File: config.mk
export PLATFORM = sky130hd
export DESIGN_NAME = wb_rf_arbiter_flat
export DESIGN_NICKNAME = d
export VERILOG_FILES = /design/src/rtl/wb_rf_arbiter_if.sv /design/src/rtl/wb_rf_arbiter.sv /design/src/flat_wrapper.sv
export SDC_FILE = /design/constraint.sdc
export NUM_CORES = 1
export LEC_CHECK = 0
export ABC_AREA = 1
export BUFFER_PORTS_ARGS = -buffer_cell sky130_fd_sc_hd__buf_2
export CAP_MARGIN = 20
export CORE_MARGIN = 8
export CORE_UTILIZATION = 40
export DETAILED_ROUTE_END_ITERATION = 12
export PLACE_DENSITY_LB_ADDON = 0.25
export RECOVER_POWER = 25
export SYNTH_ARGS = -nofsm -noshare
export SYNTH_HDL_FRONTEND = slang
export SYNTH_SLANG_ARGS = --single-unit
File: constraint.sdc
create_clock -name i_clk -period 2 [get_ports i_clk]
set_input_delay 0.1 -clock i_clk [delete_from_list [all_inputs] [get_ports i_clk]]
set_output_delay 0.1 -clock i_clk [all_outputs]
set_load 0.05 [all_outputs]
File: src/rtl/wb_rf_arbiter_if.sv
// Bus bundle between the writeback producers and wb_rf_arbiter.
//   slave  : the arbiter (takes the pipe and multi-cycle requests, drives stall,
//            ready, pending and the register-file write port)
//   master : the producers side (pipeline WB stage, multi-cycle unit, RF/hazard unit)
// Signals:
//   i_wb_valid/i_wb_rd/i_wb_data : pipeline writeback request
//   o_wb_stall                   : pipeline must hold WB this cycle
//   i_mc_valid/i_mc_rd/i_mc_data : multi-cycle result offer, o_mc_ready accepts
//   o_mc_pending/o_mc_pending_rd : holding buffer occupancy for the hazard unit
//   o_rf_we/o_rf_rd/o_rf_wdata   : registered register-file write port
interface wb_rf_arbiter_if #(
    parameter int unsigned XLEN = 32
);
    logic            i_wb_valid;
    logic [4:0]      i_wb_rd;
    logic [XLEN-1:0] i_wb_data;
    logic            o_wb_stall;
    logic            i_mc_valid;
    logic            o_mc_ready;
    logic [4:0]      i_mc_rd;
    logic [XLEN-1:0] i_mc_data;
    logic            o_mc_pending;
    logic [4:0]      o_mc_pending_rd;
    logic            o_rf_we;
    logic [4:0]      o_rf_rd;
    logic [XLEN-1:0] o_rf_wdata;

    modport slave (
        input  i_wb_valid, i_wb_rd, i_wb_data, i_mc_valid, i_mc_rd, i_mc_data,
        output o_wb_stall, o_mc_ready, o_mc_pending, o_mc_pending_rd,
        output o_rf_we, o_rf_rd, o_rf_wdata
    );

    modport master (
        output i_wb_valid, i_wb_rd, i_wb_data, i_mc_valid, i_mc_rd, i_mc_data,
        input  o_wb_stall, o_mc_ready, o_mc_pending, o_mc_pending_rd,
        input  o_rf_we, o_rf_rd, o_rf_wdata
    );
endinterface

File: src/rtl/wb_rf_arbiter.sv
// Register-file write-port arbiter. The in-order pipeline writeback has priority;
// multi-cycle results (divider, CSR, late load) wait in a one-entry buffer. After
// STARVE_LIMIT denied cycles the buffer forces a one-cycle pipeline stall so it
// always retires. The register-file write outputs are registered.
// Ports:
//   i_clk   : clock, rising edge
//   i_rst_n : asynchronous active-low reset
//   bus     : wb_rf_arbiter_if slave modport (pipe request, multi-cycle offer,
//             stall/ready/pending status, registered RF write port)
module wb_rf_arbiter #(
    parameter int unsigned XLEN         = 32,
    parameter int unsigned STARVE_LIMIT = 4   // legal 1..15
) (
    input  logic           i_clk,
    input  logic           i_rst_n,
    wb_rf_arbiter_if.slave bus
);
    localparam logic [3:0] Limit = 4'(STARVE_LIMIT);

    typedef enum logic [1:0] {
        StEmpty,
        StFull,
        StForce
    } state_e;

    state_e          state_q;
    logic [3:0]      cnt_q;
    logic [4:0]      buf_rd_q;
    logic [XLEN-1:0] buf_data_q;
    logic            rf_we_q;
    logic [4:0]      rf_rd_q;
    logic [XLEN-1:0] rf_wdata_q;

    logic       preq;
    logic       mc_take;
    logic       waw_hit;
    logic [3:0] cnt_inc;

    always_comb begin
        // Writes to x0 are dropped and never count as a pipe request.
        preq    = bus.i_wb_valid && (bus.i_wb_rd != 5'd0);
        mc_take = bus.i_mc_valid && (bus.i_mc_rd != 5'd0);
        waw_hit = (bus.i_wb_rd == buf_rd_q);
        cnt_inc = (cnt_q >= Limit) ? cnt_q : cnt_q + 4'd1;
    end

    always_ff @(posedge i_clk or negedge i_rst_n) begin
        if (!i_rst_n) begin
            state_q    <= StEmpty;
            cnt_q      <= 4'd0;
            buf_rd_q   <= 5'd0;
            buf_data_q <= '0;
            rf_we_q    <= 1'b0;
            rf_rd_q    <= 5'd0;
            rf_wdata_q <= '0;
        end else begin
            rf_we_q <= 1'b0;
            unique case (state_q)
                StEmpty: begin
                    if (preq) begin
                        rf_we_q    <= 1'b1;
                        rf_rd_q    <= bus.i_wb_rd;
                        rf_wdata_q <= bus.i_wb_data;
                    end
                    // An mc result to x0 is accepted and silently discarded.
                    if (mc_take) begin
                        buf_rd_q   <= bus.i_mc_rd;
                        buf_data_q <= bus.i_mc_data;
                        cnt_q      <= 4'd0;
                        state_q    <= StFull;
                    end
                end
                StFull: begin
                    rf_we_q <= 1'b1;
                    if (!preq) begin
                        rf_rd_q    <= buf_rd_q;
                        rf_wdata_q <= buf_data_q;
                        cnt_q      <= 4'd0;
                        state_q    <= StEmpty;
                    end else begin
                        rf_rd_q    <= bus.i_wb_rd;
                        rf_wdata_q <= bus.i_wb_data;
                        if (waw_hit) begin
                            // Younger pipe result supersedes the buffered one.
                            cnt_q   <= 4'd0;
                            state_q <= StEmpty;
                        end else begin
                            cnt_q <= cnt_inc;
                            if (cnt_inc == Limit) begin
                                state_q <= StForce;
                            end
                        end
                    end
                end
                StForce: begin
                    rf_we_q    <= 1'b1;
                    rf_rd_q    <= buf_rd_q;
                    rf_wdata_q <= buf_data_q;
                    cnt_q      <= 4'd0;
                    state_q    <= StEmpty;
                end
                default: begin
                    state_q <= StEmpty;
                end
            endcase
        end
    end

    assign bus.o_mc_ready      = (state_q == StEmpty);
    assign bus.o_wb_stall      = (state_q == StForce);
    assign bus.o_mc_pending    = (state_q != StEmpty);
    assign bus.o_mc_pending_rd = (state_q != StEmpty) ? buf_rd_q : 5'd0;
    assign bus.o_rf_we         = rf_we_q;
    assign bus.o_rf_rd         = rf_rd_q;
    assign bus.o_rf_wdata      = rf_wdata_q;
endmodule

File: src/flat_wrapper.sv
// flat-port wrapper written by rule: the top's interface ports become plain ports
module wb_rf_arbiter_flat 
#(
    parameter int unsigned XLEN         = 32,
    parameter int unsigned STARVE_LIMIT = 4                 
)
  (i_clk, i_rst_n, bus_i_wb_valid, bus_i_wb_rd, bus_i_wb_data, bus_i_mc_valid, bus_i_mc_rd, bus_i_mc_data, bus_o_wb_stall, bus_o_mc_ready, bus_o_mc_pending, bus_o_mc_pending_rd, bus_o_rf_we, bus_o_rf_rd, bus_o_rf_wdata);
  wb_rf_arbiter_if #(.XLEN(XLEN)) bus_i ();
  input  logic i_clk;
  input  logic i_rst_n;
  input wire logic [$bits(bus_i.i_wb_valid)-1:0] bus_i_wb_valid;
  input wire logic [$bits(bus_i.i_wb_rd)-1:0] bus_i_wb_rd;
  input wire logic [$bits(bus_i.i_wb_data)-1:0] bus_i_wb_data;
  input wire logic [$bits(bus_i.i_mc_valid)-1:0] bus_i_mc_valid;
  input wire logic [$bits(bus_i.i_mc_rd)-1:0] bus_i_mc_rd;
  input wire logic [$bits(bus_i.i_mc_data)-1:0] bus_i_mc_data;
  output wire logic [$bits(bus_i.o_wb_stall)-1:0] bus_o_wb_stall;
  output wire logic [$bits(bus_i.o_mc_ready)-1:0] bus_o_mc_ready;
  output wire logic [$bits(bus_i.o_mc_pending)-1:0] bus_o_mc_pending;
  output wire logic [$bits(bus_i.o_mc_pending_rd)-1:0] bus_o_mc_pending_rd;
  output wire logic [$bits(bus_i.o_rf_we)-1:0] bus_o_rf_we;
  output wire logic [$bits(bus_i.o_rf_rd)-1:0] bus_o_rf_rd;
  output wire logic [$bits(bus_i.o_rf_wdata)-1:0] bus_o_rf_wdata;
  assign bus_i.i_wb_valid = bus_i_wb_valid;
  assign bus_i.i_wb_rd = bus_i_wb_rd;
  assign bus_i.i_wb_data = bus_i_wb_data;
  assign bus_i.i_mc_valid = bus_i_mc_valid;
  assign bus_i.i_mc_rd = bus_i_mc_rd;
  assign bus_i.i_mc_data = bus_i_mc_data;
  assign bus_o_wb_stall = bus_i.o_wb_stall;
  assign bus_o_mc_ready = bus_i.o_mc_ready;
  assign bus_o_mc_pending = bus_i.o_mc_pending;
  assign bus_o_mc_pending_rd = bus_i.o_mc_pending_rd;
  assign bus_o_rf_we = bus_i.o_rf_we;
  assign bus_o_rf_rd = bus_i.o_rf_rd;
  assign bus_o_rf_wdata = bus_i.o_rf_wdata;
  wb_rf_arbiter #(.XLEN(XLEN), .STARVE_LIMIT(STARVE_LIMIT)) u_core (.i_clk(i_clk), .i_rst_n(i_rst_n), .bus(bus_i));
endmodule
Yosys cells after proc, flatten, opt, wreduce, memory -nomap -nowiden --
Cells that the tools add are included.
Operators by class: add/subtract/negate cells 1, magnitude comparators 1, eq/ne operators 7, multiplexer cells 19, reductions and logical operators 12
Operators by type and width (number):
- case mux 32 bit (3 select lines) | 1
- two-way mux 32 bit | 2
- two-way mux 4 bit | 4
- two-way mux 5 bit | 3
- case mux 5 bit (3 select lines) | 1
- case mux 4 bit (3 select lines) | 1
- nonzero test 5 bit | 2
- two-way mux 2 bit | 4
- AND reduction 2 bit | 4
- equality test 5 bit | 1
- adder 4 x 1 -> 4 bit, second input constant | 1
- equality test 4 x 3 -> 1 bit, second input constant | 1
- >= comparator 4 x 3 -> 1 bit, second input constant | 1
- != test 2 x 1 -> 1 bit, second input constant | 2
- != test 4 bit, second input constant | 1
- case mux 2 bit (2 select lines) | 1
- nonzero test 3 bit | 1
- equality test 2 x 1 -> 1 bit, second input constant | 1
- equality test 2 bit, second input constant | 1
- logical AND 1 bit | 2
- zero test 2 bit | 1
- case mux 1 bit (2 select lines) | 1
- nonzero test 2 bit | 1
- OR reduction 2 bit | 1
- two-way mux 1 bit | 1
Storage, ports and cells: register bits after elaboration 81, bits of input ports 78, output and inout port bits 46, logic and storage cells 47

Depth between registers and ports, before layout --
Gate-level depths: netlist (run 1).
depth in word-level cells 7, gate-level depth with buffers 10, gate-level depth less buffers 9

Worst setup path before layout (run 1) --
OpenSTA, ideal clock, no wires.
path type reg2reg, start point register u_core.state_q[0], end point register u_core.buf_data_q[0], setup time 0.116 ns, arrival 1.774 ns, required time 1.884 ns, slack 0.109 ns, stages on the path, launching flop included 9, buffers on the path 3, period minus slack after synthesis 1.891 ns, cells stage by stage dfrtp_1 inv_1 ha_1 buf_2 nand3_1 buf_4 buf_2 nand2_1 nand2_1
Between the ends: cells in the longest elaborated chain, start to end 2
RTL lines:
- start: declaration | line wb_rf_arbiter.sv:26 | state_e state_q;
- start signal: assignment | line wb_rf_arbiter.sv:49 | state_q <= StEmpty;
- start signal: assignment | line wb_rf_arbiter.sv:70 | state_q <= StFull;
- start signal: assignment | line wb_rf_arbiter.sv:79 | state_q <= StEmpty;
- zero test 2 bit
- net bus_o_mc_ready | line flat_wrapper.sv:18 | output wire logic [$bits(bus_i.o_mc_ready)-1:0] bus_o_mc_ready;
- AND reduction 2 bit (no line)
- end signal: assignment | line wb_rf_arbiter.sv:68 | buf_data_q <= bus.i_mc_data;
- end: declaration | line wb_rf_arbiter.sv:29 | logic [XLEN-1:0] buf_data_q;
The timed path passes the listed nets, and every way through them passes these cells. A chain may end at the register's enable or synchronous reset.

Worst setup path after layout (run 1) --
start point register u_core.state_q[0], end point output port bus_o_mc_pending_rd[2]
Between the ends: cells in the longest elaborated chain, start to end 2
RTL lines:
- nonzero test 2 bit | line wb_rf_arbiter.sv:112 | assign bus.o_mc_pending_rd = (state_q != StEmpty) ? buf_rd_q : 5'd0;
- two-way mux 5 bit | line wb_rf_arbiter.sv:112
- end: declaration | line flat_wrapper.sv:20 | output wire logic [$bits(bus_i.o_mc_pending_rd)-1:0] bus_o_mc_pending_rd;
No other way between the ends.

==> results of run 1 <==
==> layout by cell type (no fill, tap or decap), types with 2 or more instances in the layout <==
| cell | count |
|---|---|
| a21oi_1 | 2 |
| buf_12 | 2 |
| buf_2 | 122 |
| buf_4 | 8 |
| clkbuf_1 | 2 |
| clkbuf_8 | 11 |
| clkinvlp_4 | 2 |
| dfrtp_1 | 81 |
| dlygate4sd3_1 | 35 |
| ha_1 | 5 |
| inv_1 | 64 |
| inv_2 | 2 |
| nand2_1 | 392 |
| nand2_2 | 3 |
| nand3_1 | 6 |
| nand3_2 | 2 |
| nand3b_1 | 2 |
| nor2_1 | 14 |
| o21ai_0 | 7 |
==> report_power, final <==
part	switching (mW)	total, mW	internal, mW
Clock	0.597	1.12	0.525
Combinational	4.10	5.59	1.50
Sequential	0.451	2.85	2.40
Total	5.14	9.57	4.43
==> critical path, delay by kind of cell (launching register included) <==
family / cells / cell delay (ns)
buffers and inverters: 3 / 0.54
flip-flops: 1 / 0.40
adder cells (fa/ha/maj): 1 / 0.26
AND/OR/NAND/NOR: 1 / 0.10
==> sequential cells by signal, indices dropped and copies added, names as in the netlist <==
signal                 flops
u_core.buf_data_q         32
u_core.buf_rd_q            5
u_core.bus.o_rf_rd         5
u_core.bus.o_rf_wdata     32
u_core.bus.o_rf_we         1
u_core.cnt_q               4
u_core.state_q             2
==> per-stage QoR <==
stage	power, mW	setup WS, ns	utilization
after floorplan	7.17	0.109	-
after global placement	8.37	0.442	0.480
after detailed placement	8.49	0.354	0.480
after CTS	9.70	0.214	0.532
after global routing	10.4	0.135	0.532
final	9.57	0.239	0.532
==> cell families after synthesis <==
logic type / synth area share
AOI/OAI and AO/OA: 0.0146
adders and majority gates: 0.0149
and+or+nand+nor: 0.387
xor gates and xnor gates: 0.00208
DFF: 0.482
buffers and inverters: 0.0999
==> metal layers <==
layer	part of all wire	GRT usage
met1	0.45	0.218
met2	0.47	0.294
met3	0.069	0.0505
met4	0.0090	0.0435
met5	0	0
==> final cells by class <==
class | instances | area (um2) | area share
Tap cell | 136 | 170 | 0.0311
Clock buffer | 13 | 159 | 0.0291
Clock inverter | 3 | 23.8 | 0.00435
Multi-Input combinational cell | 439 | 1770 | 0.324
Sequential cell | 81 | 2030 | 0.371
Inverter | 66 | 248 | 0.0453
Timing Repair Buffer | 168 | 1070 | 0.195
==> final timing paths <==
check	start	end	slack, ns	cells after the start
max	u_core.state_q[0]$_DFFE_PN0P_	bus_o_mc_pending_rd[2]	0.24	5
min in group asynchronous	i_rst_n	u_core.bus.o_rf_wdata[8]$_DFFE_PN0P_	0.48	2
min reg2reg	u_core.bus.o_rf_wdata[10]$_DFFE_PN0P_	u_core.bus.o_rf_wdata[10]$_DFFE_PN0P_	0.48	2
max in group asynchronous	i_rst_n	u_core.buf_data_q[7]$_DFFE_PN0P_	0.73	3
max reg2reg	u_core.state_q[0]$_DFFE_PN0P_	u_core.bus.o_rf_wdata[13]$_DFFE_PN0P_	0.36	6
min	bus_i_mc_rd[3]	u_core.buf_rd_q[3]$_DFFE_PN0P_	0.03	3
==> results.md, run 1 <==
* Clk_skew at 0.00837 ns
* Post-route ant nets at 0
* EDFF count, synth at 0
* Synthesis-stage register bit count at 81
* Final-report hold violation count at 0
* Tcrit/Tclk final at 0.880
* Die area at 14,100 um2
* Drt total wl at 12,000 um
* Top cells by area, synth: dfrtp_1 48%, nand2_1 35%, inv_1 5.7%
* Total GRT Usage at 0.176
* CTS sink count at 81
* Cell variety after synth at 23
* Root buf cell: clkbuf_8
* Finished layout cell area at 5470 um2
* Die width at 119 um
* Worst Hold Class: in -> reg
* Placed cell count at 855
* Vias at 4,037
* Post-Syn Area per Cell at 6.88 um2
* DRT Pass-1 Iters at 4
* P_leak at 3.45 nW
* Unrepaired setup endpoints after global routing: false
* Die H at 119 um
* Vias in the first global route at 4,222
* Crit path kind: reg -> out
* Detailed placer's ending HPWL at 8310 um
* CP Launch Type: flop
* Cell Count, Final, Fillers Out at 906
* Initial Utilization at 0.409
* Synth warn at 0
* Clock-pin slew on the worst setup and hold paths at 0.08 ns
* Largest net degree at the start of global routing at 43
* CP Capture Type: primary output
* TritonCTS buffer count at 9
* Cell Area, Synth at 4210 um2
* # IOs at 124
* Area leader, netlist: dfrtp_1
* Worst slew pin tran at 1.10 ns
* Post-CTS sizing at 0
* Post-synth top cells: 392 x nand2_1, 81 x dfrtp_1, 64 x inv_1
* Clk_lat worst skew at 0.35 ns
* Syn nets at 694
* Count leader, synth: nand2_1
* Post-placement cell area at 4930 um2
* Crit-path max cell delay at 0.40 ns
* CTS H-tree lvls at 3
* Initial antenna violation count at 0
* GRT overflow at 0
* PortBufs at 123
* Global-route wire length before repair at 20,300 um
* Rows at 37
* Top cell type's share of synthesized area at 0.482
* Slew HR at 0.269
* Main flop type after synthesis: dfrtp_1
* Final setup TNS at 0 ns
* CP Cell Sequence: inv_1 -> ha_1 -> buf_4 -> nor2_1 -> buf_2
* Hold buffers post-CTS at 35
* Hold WS at 0.0254 ns
* Power per cell area at 1750 nW/um2
* Post-synthesis sequential area ratio at 0.482
* Core Area at 10,300 um2
* Critical-path top delay cell: dfrtp_1
* Synth-to-Final Area Change at 29.9%
* CP Data Required Time at 1.90 ns
* Layout cell share with drive strength beyond 1 at 0.204
* Number of max-cap violations at 0
* 1st-iter DRT viols at 232
* Syn Inst Count at 611
* Outcome: finished clean
* Routed WL per cell at 13.2 um
* Final Max Tran Viols at 0
* Min Tclk post-route at 1.76 ns
* Peak VDD IR at 0.00130 V
* Worst EP arrival at 1.66 ns
* CTS tree: done
* Synth async-reset ratio at 1.00
* Setup Viol. Count Final at 0
* Net count, final at 848
* DRC viols at 0
* Fmax at 568 MHz
* Clk buf depth at 2
* Post-DR vias/cell at 4.46
* Postcts setup bufs at 0
* Layout fillers at 1,055
* GPL Wtd Cong at 0.815
* Antenna cells at 0
* Worst-path fanout max at 8
(Power assumes the default switching activity.)
==> run 2, diff against run 1 <==
- ABC_AREA: 1 -> default
==> run 2 against run 1 <==
  * Via count down 27%
  * Register-to-register slack got worse by 0.16 ns
  * Count of clock-buffer cells in the layout shrank 4
  * Cell area shrank 7.0%
  * Largest cell class unchanged
  * Largest power group unchanged
  * Highest routed layer unchanged
==> results.md, run 2 <==
* Comb pwr share at 0.527 (-0.058)
* R2r setup slk at 0.20 ns (-0.16 ns)
* DRT Pass-1 Iters at 4 (unchanged)
* Synth Area in Simple Gates at 0.0701 (-0.317)
* GRT overflow at 0 (unchanged)
* Synth async-reset ratio at 1.00 (unchanged)
* Worst r2r path cells at 8 (+2)
* TritonCTS buffer count at 9 (unchanged)
* 1st-iter DRT viols at 135 (-42%)
* GPL Wtd Cong at 0.774 (-4.9%)
* Final-report hold violation count at 0 (unchanged)
* PortBufs at 123 (unchanged)
* Root buf cell: clkbuf_8
* Multiplexer share of the synthesized area at 0.111 (+0.111)
* Vias at 2,947 (-27%)
* Die width at 113 um (-4.8%)
* Final setup TNS at 0 ns (unchanged)
* Clk_skew at 0.0106 ns (+0.00221 ns)
* Post-synth top cells: 81 x dfrtp_1, 41 x nor2_1, 39 x a21oi_1
* Worst-path fanout max at 13 (+5)
* Clock-pin slew on the worst setup and hold paths at 0.09 ns (about the same)
* Hold depth at 3 (unchanged)
* Fmax at 521 MHz (-8.2%)
* Tcrit/Tclk final at 0.959 (+0.0790)
* Syn Inst Count at 307 (-50%)
* Most frequent cells in the layout: 122 x buf_2, 81 x dfrtp_1, 41 x nor2_1
* Post-Syn Area per Cell at 12.2 um2 (+77%)
* CP Data Required Time at 2.24 ns (+0.34 ns)
* Peak VDD IR at 0.000862 V (-34%)
* Syn nets at 390 (-44%)
* Drt total wl at 9980 um (-17%)
* Top cells by area, synth: dfrtp_1 54%, mux2_2 11%, a22oi_2 6.7%
* Die area at 12,700 um2 (-9.5%)
* Layout cell share with drive strength beyond 1 at 0.478 (+0.274)
* Worst EP arrival at 2.16 ns (+0.50 ns)
* Worst slew pin tran at 1.04 ns (-0.0548 ns)
* CTS H-tree lvls at 3 (unchanged)
* Clk_lat worst skew at 0.35 ns (about the same)
* Finished layout cell area at 5080 um2 (-7.0%)
* Unrepaired setup endpoints after global routing: false
* Worst reg2reg path startpoint: u_core.state_q[0]$_DFFE_PN0P_
* DRC viols at 0 (unchanged)
* Post-DR vias/cell at 5.03 (+13%)
* Cell variety after synth at 34 (+48%)
* Post-route ant nets at 0 (unchanged)
* CP Capture Type: flop
* Final Max Tran Viols at 0 (unchanged)
* EDFF count, synth at 0 (unchanged)
* Clock power frac at 0.128 (+0.011)
* Core Area at 9150 um2 (-11%)
* Post-placement cell area at 4500 um2 (-8.9%)
* Die H at 113 um (-4.8%)
* Synth-to-Final Area Change at 35.5%
* Outcome: finished clean
* R2R Path End: u_core.bus.o_rf_rd[0]$_DFFE_PN0P_
* Switch Pwr at 4.11 mW (-20%)
* Initial antenna violation count at 0 (unchanged)
* Largest family of logic cells by synthesized area: compound AO/OA/AOI/OAI gates
* Vias in the first global route at 3,250 (-23%)
* Setup Viol. Count Final at 0 (unchanged)
* Compound-gate portion of the synthesized area at 0.198 (+0.183)
* Detailed placer's ending HPWL at 6910 um (-17%)
* Min Tclk post-route at 1.92 ns (+0.158 ns)
* Post-synthesis sequential area ratio at 0.541 (+0.0589)
* Number of max-cap violations at 0 (unchanged)
* Cell Area, Synth at 3750 um2 (-11%)
* Synthesis-stage register bit count at 81 (unchanged)
* Synth warn at 0 (unchanged)
* # IOs at 124 (unchanged)
* Pint at 4.37 mW (-1.2%)
* Post-synthesis xor/xnor area fraction at 0.0117 (+0.00960)
* Antenna cells at 0 (unchanged)
* Leading cell type in the layout, fill and taps excluded: buf_2
* CP Launch Type: input pin
* P_leak at 2.34 nW (-32%)
* Largest net degree at the start of global routing at 43 (unchanged)
* Synth Area in Adders at 0.0167 (+0.00182)
* CTS sink count at 81 (unchanged)
* Net count, final at 553 (-35%)
* Rows at 35 (-5.4%)
* Switching Share at 0.485 (-0.0528)
* Routed WL per cell at 17.0 um (+29%)
* Top cell type's share of synthesized area at 0.541 (+0.0589)
* Worst Hold Class: in -> reg
* Power per cell area at 1670 nW/um2 (-4.6%)
* Count leader, synth: dfrtp_1
* Clk buf depth at 2 (unchanged)
* Crit path kind: in -> reg
* Main flop type after synthesis: dfrtp_1
* Global-route wire length before repair at 16,400 um (-20%)
* Reg power frac at 0.345 (+0.047)
* Slew HR at 0.306 (+0.0365)
* Hold_sp: bus_i_wb_data[3]
* CTS tree: done
* Area leader, netlist: dfrtp_1
* Hold endpoint: u_core.bus.o_rf_wdata[3]$_DFFE_PN0P_
* Total GRT Usage at 0.159 (-0.0169)
* Initial Utilization at 0.410 (about the same)
==> run 2: cell count changes after synthesis, moves of 4 or more <==
cell / before / now
buf_4: 5 / 1
nor2_1: 14 / 41
a22oi_1: 0 / 17
nand3_1: 7 / 1
nor2b_1: 0 / 8
a21oi_2: 1 / 7
buf_2: 12 / 7
a22oi_2: 0 / 20
inv_1: 64 / 5
nand2_1: 392 / 2
mux2_2: 0 / 37
o21ai_0: 7 / 1
o21ai_2: 0 / 4
a21oi_1: 2 / 39
==> run 2: logic make-up after synthesis <==
logic type	Yosys count
compound gates	96
flops	81
simple gates	58
mux	37
buf+inv	25
xor+xnor	5
fa+ha+maj	5
==> run 2: stage by stage <==
stage                     std cells  hold slack (ns)  total power [mW]  setup WS, ns  utilization
after floorplan                 307           -0.196              6.31       -0.0686            -
after global placement          532            0.124              7.28         0.162        0.491
after detailed placement        532            0.126              7.38         0.130        0.491
after CTS                       585           0.0120              8.54        0.0691        0.551
after global routing            586           0.0249              9.00        0.0341        0.555
final                           586           0.0370              8.49        0.0811        0.555
==> run 2: layout make-up <==
class	instances	area, um2
Multi-Input combinational cell	201	1580
Sequential cell	81	2030
Tap cell	111	139
Inverter	5	22.5
Timing Repair Buffer	172	1140
Fill cell	789	4070
Clock inverter	7	52.6
Clock buffer	9	124
==> run 2: critical path, stage by stage <==
cell and delay [ns]:
dlygate4sd3_1 0.53, buf_2 0.13, or4_1 0.46, o21ai_4 0.20
or2_4 0.20, clkbuf_16 0.19, mux2_2 0.34
==> run 2: worst max path at each step <==
stage	startpoint	to	depth (start not counted)
6_report	bus_i_mc_rd[4]	u_core.buf_rd_q[0]$_DFFE_PN0P_	7
4_1_cts	bus_i_mc_rd[4]	u_core.buf_data_q[7]$_DFFE_PN0P_	7
3_5_place_dp	bus_i_mc_rd[0]	u_core.buf_data_q[12]$_DFFE_PN0P_	6
2_1_floorplan	u_core.state_q[0]$_DFFE_PN0P_	u_core.buf_data_q[0]$_DFFE_PN0P_	8
3_3_place_gp	bus_i_wb_rd[0]	u_core.bus.o_rf_wdata[14]$_DFFE_PN0P_	7
5_1_grt	bus_i_mc_rd[4]	u_core.buf_data_q[7]$_DFFE_PN0P_	7
==> run 2: per-layer routing <==
layer | track usage | vias to the layer above | routed length (um)
li1 | - | 1430 | -
met1 | 0.192 | 1434 | 4370
met2 | 0.266 | 75 | 4990
met3 | 0.0415 | 8 | 497
met4 | 0.0594 | 0 | 123
met5 | 0 | - | 0
==> run 2: what timing repair did <==
action | CTS | global route
buffers inserted | 0 | 0
endpoints found under the setup margin | 0 | 12
hold buffers | 37 | 0
hold endpoints to repair | 75 | 0
resized for setup | 0 | 4
==> run 2: power by group through the flow <==
stage | Sequential (mW) | Clock, mW | Combinational (mW)
final | 2.93 | 1.09 | 4.47
after floorplan | 4.26 | 0 | 2.04
after global routing | 3.03 | 1.21 | 4.76
after detailed placement | 2.96 | 0 | 4.42
after global placement | 2.92 | 0 | 4.36
after CTS | 2.93 | 1.13 | 4.47
==> run 3, diff against run 2 <==
- CORE_MARGIN: 8 -> default
- CORE_UTILIZATION: 40 -> 50
==> run 3 against run 2 <==
  * Worst setup slack got worse by 0.069 ns
  * Power is 4.1% higher
  * Cell count fell by 2.7%
  * Clock skew grew 0.0035 ns
  * Cell area grew 0.52%
  * Clock power rose by 36%
  * Flip-flop and latch count unchanged
  * Critical endpoint is now u_core.buf_data_q[10]$_DFFE_PN0P_
  * Largest power group unchanged
  * Highest routed layer unchanged
==> results.md, run 3 (synthesis gave the netlist of run 2 again) <==
* GPL Wtd Cong at 0.789 (+1.8%)
* Slew HR at 0.445 (+0.139)
* Net count, final at 549 (-0.72%)
* Die width at 88.6 um (-21%)
* CTS tree: done
* Peak VDD IR at 0.00103 V (+20%)
* Clock-pin slew on the worst setup and hold paths at 0.08 ns (about the same)
* Reg power frac at 0.331 (-0.014)
* Worst slew pin tran at 0.833 ns (-0.208 ns)
* Final Max Tran Viols at 0 (unchanged)
* Final-report hold violation count at 0 (unchanged)
* Post-route ant nets at 0 (unchanged)
* Drt total wl at 8810 um (-12%)
* Comb pwr share at 0.501 (-0.026)
* Rows at 31 (-11%)
* Critical-path top delay cell: or4_1
* Leading cell type in the layout, fill and taps excluded: buf_2
* Post-DR vias/cell at 5.17 (+2.8%)
* CP Capture Type: flop
* CP top delay family: buffers and inverters
* Worst Hold Class: in -> reg
* Switching Share at 0.461 (-0.0234)
* Global-route wire length before repair at 13,800 um (-16%)
* Initial antenna violation count at 0 (unchanged)
* Power per cell area at 1730 nW/um2 (+3.6%)
* Core Area at 7250 um2 (-21%)
* Worst-path fanout max at 18 (+5)
* Setup Viol. Count Final at 0 (unchanged)
* TritonCTS buffer count at 9 (unchanged)
* Total GRT Usage at 0.234 (+0.0755)
* CTS sink count at 81 (unchanged)
* Die H at 88.6 um (-21%)
* Worst EP arrival at 2.22 ns (+0.06 ns)
* Worst path bufs/invs at 3 (unchanged)
* Tcrit/Tclk final at 0.994 (+0.0344)
* CP Data Required Time at 2.23 ns (about the same)
* Outcome: finished clean
* Pint at 4.76 mW (+8.8%)
* CTS H-tree lvls at 3 (unchanged)
* DRT Pass-1 Iters at 4 (unchanged)
* Fmax at 503 MHz (-3.5%)
* Clk_lat worst skew at 0.36 ns (about the same)
* CP Launch Type: input pin
* Total Power at 8.84 mW (+4.1%)
* CP Cell Sequence: dlygate4sd3_1 -> buf_2 -> or4_1 -> o21ai_2 -> or2_2 -> buf_12 -> mux2_2
* 1st-iter DRT viols at 134 (-0.74%)
* P_leak at 2.35 nW (+0.67%)
* Clock power frac at 0.168 (+0.040)
* Crit-path max cell delay at 0.55 ns (+0.02 ns)
* Synth-to-Final Area Change at 36.2%
* Initial Utilization at 0.517 (+0.107)
* PortBufs at 123 (unchanged)
* Pre-CTS setup slack at 0.169 ns (+0.0392 ns)
* Largest net degree at the start of global routing at 50 (+16%)
* Crit path kind: in -> reg
* Root buf cell: clkbuf_8
* Vias at 2,947 (unchanged)
* GRT overflow at 0 (unchanged)
* Antenna cells at 0 (unchanged)
* Hold WS at 0.00986 ns (-0.0271 ns)
* Detailed placer's ending HPWL at 5640 um (-18%)
* Min Tclk post-route at 1.99 ns (+0.0687 ns)
* Routed WL per cell at 15.5 um (-9.2%)
* Clk buf depth at 2 (unchanged)
* # IOs at 124 (unchanged)
* Layout cell share with drive strength beyond 1 at 0.478 (about the same)
* Number of max-cap violations at 0 (unchanged)
* Vias in the first global route at 2,922 (-10%)
* Die area at 7850 um2 (-38%)
* DRC viols at 0 (unchanged)
* Most frequent cells in the layout: 122 x buf_2, 81 x dfrtp_1, 41 x nor2_1
* Final WS setup at 0.0124 ns (-0.0687 ns)
* Clk_skew at 0.0140 ns (+0.00346 ns)
* Switch Pwr at 4.08 mW (-0.90%)
==> run 3: power by group through the flow <==
stage	Combinational, mW	Clock, mW	Sequential [mW]
CTS	4.44	1.51	2.92
finish	4.43	1.48	2.93
global route	4.71	1.57	3.03
detailed placement	4.39	0	2.95
floorplan	2.04	0	4.26
global placement	4.33	0	2.90
==> run 3: path summary, 6_finish.rpt <==
| kind | start | end | slack [ns] | cells after the start |
|---|---|---|---|---|
| min | bus_i_mc_rd[3] | u_core.buf_rd_q[3]$_DFFE_PN0P_ | 0.01 | 2 |
| min in group asynchronous | i_rst_n | u_core.cnt_q[3]$_DFFE_PN0P_ | 0.38 | 2 |
| min reg2reg | u_core.buf_data_q[11]$_DFFE_PN0P_ | u_core.buf_data_q[11]$_DFFE_PN0P_ | 0.51 | 1 |
| max in group asynchronous | i_rst_n | u_core.buf_data_q[11]$_DFFE_PN0P_ | 0.37 | 3 |
| max reg2reg | u_core.state_q[0]$_DFFE_PN0P_ | u_core.buf_data_q[10]$_DFFE_PN0P_ | 0.18 | 6 |
| max | bus_i_mc_rd[0] | u_core.buf_data_q[10]$_DFFE_PN0P_ | 0.01 | 7 |
==> run 3: layer usage <==
metal,wire [um],vias up,track usage
li1,-,1414,-
met1,3790,1431,0.295
met2,4460,91,0.387
met3,442,11,0.0597
met4,125,0,0.0968
met5,0,-,0
==> run 3: stage by stage <==
step	area, um2	cells	TNS, ns	utilization
2_1_floorplan	3770	307	-2.06	-
3_3_place_gp	4500	517	0	0.620
3_5_place_dp	4500	517	0	0.620
4_1_cts	5110	569	0	0.704
5_1_grt	5110	570	-0.111	0.704
6_report	5110	570	0	0.704
==> run 3: cell type report <==
class	instances	area, um2
sequential	81	2030
clock buffer	9	124
timing repair buffer	168	1120
inverter	5	22.5
clock inverter	7	126
multi-input combinational	201	1570
tap	99	124
fill	563	2150
==> run 3: what timing repair did <==
action,in CTS,in global routing
resized for setup,0,1
setup endpoints to repair,0,38
endpoints found under the hold margin,67,0
hold buffers,36,0
setup buffers,0,1
